### src/rtl/multicycle_controller.sv
// -----------------------------------------------------------------------------
// multicycle_controller
//   Multicycle control unit for the 8-bit CPU datapath. Decodes the
//   instruction register byte and walks one FSM state per clock. Each state
//   drives the datapath load, select, write and ALU-function strobes.
//
//   Instruction lengths and cycle counts:
//     ALU 1 byte, 4 cycles    LD 3 bytes, 6 cycles    ST 3 bytes, 5 cycles
//     JMP 3 bytes, 5 cycles   NOP 1 byte, 2 cycles
//
//   Optional feature macro: CTRL_HALT_EN
//     defined   : op 011 enters HALT. HALT is sticky until rst.
//     undefined : op 011 is a 2-cycle NOP. halted is tied 0.
//
// Ports
//   clk, rst        rising-edge clock, asynchronous active-high reset
//   IRout[7:0]      instruction register contents
//   IRld..CZNld     register load enables
//   pcWrite         PC load
//   jmpsignal       conditional-jump request (datapath ANDs it with the flag)
//   IorD            memory address select (0 = PC, 1 = TR)
//   memoryread/write  memory strobes
//   RA2Sel, WASel   register address select (0 = IR[3:2], 1 = DI[4:3])
//   WDSel           register write data (0 = MDR, 1 = ALU register)
//   ALU1Sel         0 = B, 1 = 8'h00
//   ALU2Sel         0 = MDR, 1 = A
//   RegWrite        register file write enable
//   fun[1:0]        ALU function
//   halted          core stopped
//
// The outputs are a pure decode of the state register. They are forced to 0
// while rst is high. This makes reset silence the strobes at once, and lets
// FETCH strobes show in the very first cycle after rst falls.
// -----------------------------------------------------------------------------
module multicycle_controller (
   input  logic       clk,
   input  logic       rst,
   input  logic [7:0] IRout,
   output logic       IRld,
   output logic       DIld,
   output logic       TRld,
   output logic       MDRld,
   output logic       CZNld,
   output logic       pcWrite,
   output logic       jmpsignal,
   output logic       IorD,
   output logic       memoryread,
   output logic       memorywrite,
   output logic       RA2Sel,
   output logic       WASel,
   output logic       WDSel,
   output logic       ALU1Sel,
   output logic       ALU2Sel,
   output logic       RegWrite,
   output logic [1:0] fun,
   output logic       halted
);

   typedef enum logic [3:0] {
      FETCH, DECODE, ALU_EX, ALU_WB, FA1, FA2,
      LD_MEM, LD_WB, ST_MEM, JMP, HALT
   } state_e;

   localparam logic [2:0] OP_LD  = 3'b000;
   localparam logic [2:0] OP_ST  = 3'b001;
   localparam logic [2:0] OP_JMP = 3'b010;

`ifdef CTRL_HALT_EN
   localparam state_e NOP_NEXT = HALT;
`else
   localparam state_e NOP_NEXT = FETCH;
`endif

   state_e     state_q, state_d;
   logic [2:0] op_q, op_d;     // byte1 overwrites IR, so FA2 needs a copy of op

   // Only IR[7:5] is decoded here. The operand fields are consumed by the datapath.
   logic unused_ir;
   assign unused_ir = ^IRout[4:0];

   always_comb begin
      state_d = state_q;
      op_d    = op_q;
      unique case (state_q)
         FETCH:  state_d = DECODE;
         DECODE: begin
            op_d = IRout[7:5];
            if (IRout[7])                state_d = ALU_EX;
            else if (IRout[6:5] == 2'b11) state_d = NOP_NEXT;
            else                         state_d = FA1;
         end
         ALU_EX: state_d = ALU_WB;
         ALU_WB: state_d = FETCH;
         FA1:    state_d = FA2;
         FA2: begin
            case (op_q)
               OP_LD:   state_d = LD_MEM;
               OP_ST:   state_d = ST_MEM;
               OP_JMP:  state_d = JMP;
               default: state_d = FETCH;
            endcase
         end
         LD_MEM: state_d = LD_WB;
         LD_WB:  state_d = FETCH;
         ST_MEM: state_d = FETCH;
         JMP:    state_d = FETCH;
         HALT:   state_d = HALT;
         default: state_d = FETCH;
      endcase
   end

   always_ff @(posedge clk or posedge rst) begin
      if (rst) begin
         state_q <= FETCH;
         op_q    <= 3'b000;
      end else begin
         state_q <= state_d;
         op_q    <= op_d;
      end
   end

   always_comb begin
      IRld = 1'b0; DIld = 1'b0; TRld = 1'b0; MDRld = 1'b0; CZNld = 1'b0;
      pcWrite = 1'b0; jmpsignal = 1'b0; IorD = 1'b0;
      memoryread = 1'b0; memorywrite = 1'b0;
      RA2Sel = 1'b0; WASel = 1'b0; WDSel = 1'b0;
      ALU1Sel = 1'b0; ALU2Sel = 1'b0; RegWrite = 1'b0;
      fun = 2'b00; halted = 1'b0;
      if (!rst) begin
         case (state_q)
            FETCH, FA1: begin
               memoryread = 1'b1; IRld = 1'b1; pcWrite = 1'b1;
            end
            DECODE: DIld = 1'b1;
            ALU_EX: begin
               ALU2Sel = 1'b1; CZNld = 1'b1; fun = IRout[6:5];
            end
            ALU_WB: begin
               RegWrite = 1'b1; WDSel = 1'b1;
            end
            FA2: begin
               memoryread = 1'b1; TRld = 1'b1; RA2Sel = 1'b1;
               pcWrite    = (op_q != OP_JMP);  // JMP keeps PC on byte2 for the not-taken +1
            end
            LD_MEM: begin
               IorD = 1'b1; memoryread = 1'b1; MDRld = 1'b1;
            end
            LD_WB: begin
               RegWrite = 1'b1; WASel = 1'b1;
            end
            ST_MEM: begin
               IorD = 1'b1; memorywrite = 1'b1; RA2Sel = 1'b1;
            end
            JMP: begin
               jmpsignal = 1'b1; pcWrite = 1'b1;
            end
`ifdef CTRL_HALT_EN
            HALT: halted = 1'b1;
`endif
            default: ;
         endcase
      end
   end

endmodule

### config.mk
export PLATFORM = sky130hd
export DESIGN_NAME = multicycle_controller
export DESIGN_NICKNAME = d
export VERILOG_FILES = /design/src/rtl/multicycle_controller.sv
export SDC_FILE = /design/constraint.sdc
export NUM_CORES = 1
export LEC_CHECK = 0
export ABC_AREA = 1
export BUFFER_PORTS_ARGS = -buffer_cell sky130_fd_sc_hd__clkbuf_2
export CAP_MARGIN = 0
export CORE_AREA = 2 2 39 41
export DETAILED_ROUTE_END_ITERATION = 8
export DIE_AREA = 0 0 41 43
export PLACE_DENSITY = 0.76
export SLEW_MARGIN = 30
export SYNTH_ARGS = -nofsm -noshare
export SYNTH_HDL_FRONTEND = slang
export SYNTH_SLANG_ARGS = --single-unit
### constraint.sdc
create_clock -name clk -period 1.6 [get_ports clk]
set_clock_uncertainty 0.05 [all_clocks]
set_input_delay 0.32 -clock clk [delete_from_list [all_inputs] [get_ports clk]]
set_output_delay 0.32 -clock clk [all_outputs]
set_load 0.01 [all_outputs]
==> reports/results.ini <==
[clock_tree]
cts_hold_buf = 0
root_buffer = clkbuf_4
clkSinkCount = 7
cts.path.max_buffers = 2
htree_levels = 1
cts_tree = yes
cts_inserted_buffers = 3
clock_latency_ns = 0.24
path_clk_slew_ns = 0.05

[drt]
dr_wl_met3_um = 110
firstDrtPassIters = 4
wl_per_cell_um = 10.0
wirelength_met1_um = 540
drt_iter0_drc = 8
dr.max_layer_used = met3
dr_wl_met2_um = 670
route.vias.total = 608
viasPerCell = 4.61
drt_wl_total_um = 1320
drc = 0
ant_nets = 0

[grt]
grt_max_degree = 8
grt_first_pass_wirelength_um = 1930
antenna_found_initial = 0
grt_overflow = 0
grt_pass1_vias = 487
track_usage_pct = 15.9

[synth]
synth.distinct_cells = 16
avgSynthCellArea_um2 = 6.23
synth_top_area_share_pct = 34.7
yosysSeqAreaShare_pct = 34.7
synthFlopType = dfrtp_1
ys_seq_elements = 7
async_flop_share_pct = 100
synth_edf_count = 0
netlist_area_um2 = 504
ys.warnings.count = 0
synth_top_area_cell = dfrtp_1
synth_common_cells = nand2_1, inv_1, nor2_1
yosysMostFrequentCell = nand2_1
synthCells = 81
ys_top_cells_by_area = dfrtp_1, nand2_1, inv_1, nor2_1, nand3_1

[worst_setup_path]
path_class = reg2out
arrival_ns = 1.26
path_max_fanout = 7
r2r_cells = 7
start_kind = flip-flop
crit_chain = nand2_4, nor2_4, nand2_2, nand3b_1, buf_2
r2r_slack_ns = 0.24
slowest_stage = dfrtp_2
slowest_delay_ns = 0.49
required_ns = 1.23
crit_path_end_kind = output pin
reg2reg_from = state_q[0]
r2r_end = op_q[1]

[die]
dieArea_um2 = 1760
rows = 14
start_util_pct = 36.4
core_area_um2 = 1380
dieWidth_um = 41
io_pins = 29
die_h_um = 43

[timing]
setup-tns-final_ns = -0.0735
drv_slew = 0
fin_ws_ns = -0.0290
max_freq_mhz = 614
finalHoldViolCount = 0
setup_viol = 5
period_share_pct = 102
rsz0062_at_grt = yes
fin_crit_ns = 1.63

[min_path]
hp-class = in2async

[power_and_ir_drop]
peakVddDrop_v = 0.000803
power.density_nw_per_um2 = 1590
p_leak_uw = 0.000486

[placement]
place.gp.congestion = 0.761
placed_area_um2 = 641
dp_cells = 120
portBuffers = 21
dp_hpwl_um = 927

[cells_and_area]
fin_area_um2 = 826
antenna_cells = 0
layout.nets = 127
syn_to_final_growth_pct = 63.8
fill_cells = 135
finalNonFillerCells = 132
drive_gt1_share_pct = 55.2

[status]
status = complete, but fails checks
violations = negative setup slack

[run]
max_cap_viol_count = 0

[layout by cell type (no fill, tap or decap), types with 5 or more instances in the layout]
cell	Yosys	final
inv_1	12	6
buf_4	3	10
o21ai_0	5	5
nor2_1	11	5
dfrtp_1	7	6
inv_2	2	7
nand2_1	23	17
buf_2	0	11
nand2_2	0	5
clkbuf_2	0	8
[stage by stage]
| stage | worst slack, ns | hold WS [ns] | util (%) | power (uW) |
|---|---|---|---|---|
| floorplan | 0.204 | 0.0670 | - | 709 |
| global placement | 0.0858 | 0.330 | 46.3 | 874 |
| detailed placement | 0.0843 | 0.327 | 46.3 | 881 |
| CTS | -0.0299 | 0.0791 | 52.1 | 1140 |
| global route | -0.120 | 0.121 | 59.7 | 1430 |
| finish | -0.0290 | 0.118 | 59.7 | 1310 |
[routing by layer]
layer | track usage [%] | up-vias
met2 | 24.1 | 26
li1 | - | 320
met5 | 0 | -
met1 | 20.6 | 262
met3 | 1.57 | 0
met4 | 10.0 | 0
[worst max path at each step]
stage,start,end
after CTS,state_q[3],memoryread
after global routing,state_q[3],memoryread
after detailed placement,state_q[1],memoryread
after floorplan,state_q[3],CZNld
final,state_q[0],memoryread
after global placement,state_q[1],memoryread
[layout make-up]
type / count / area, um^2 / area share [%]
Clock buffer: 4 / 26.3 / 3.18
Tap cell: 16 / 20.0 / 2.42
Sequential cell: 7 / 176 / 21.4
Multi-Input combinational cell: 58 / 333 / 40.3
Inverter: 14 / 55.1 / 6.67
Timing Repair Buffer: 33 / 215 / 26.1
[power breakdown]
group          total [uW]  leakage [uW]  internal (uW)  switching [uW]
combinational         803      0.000383            361             443
clock                 152     0.0000150           94.7            57.6
sequential            359     0.0000873            256             103
total                1310      0.000486            711             604
[registers in the layout, indices dropped and copies added (netlist names)]
| name | count |
|---|---|
| op_q | 3 |
| state_q | 4 |
[timing repair]
| item | in CTS | in global routing |
|---|---|---|
| pin swaps | 3 | 4 |
| setup buffers | 3 | 5 |
| endpoints found under the hold margin | 0 | 0 |
| endpoints found under the setup margin | 13 | 15 |
| resized for setup | 13 | 33 |
[critical path: cells and delay by family (launching register included)]
| family | cells | cell delay, ns |
|---|---|---|
| and+or+nand+nor | 4 | 0.40 |
| buffers and inverters | 1 | 0.13 |
| DFF | 1 | 0.49 |
[cells by family (layout without fill, tap and decap cells)]
logic type | count (synthesis) | count (layout) | share of synthesized area, %
buf+inv | 17 | 51 | 14.9
simple gates | 49 | 49 | 42.4
compound gates | 7 | 7 | 7.20
flops | 7 | 7 | 34.7
other cells | 1 | 2 | 0.744
Note: power is estimated with default switching activity, not from simulation.
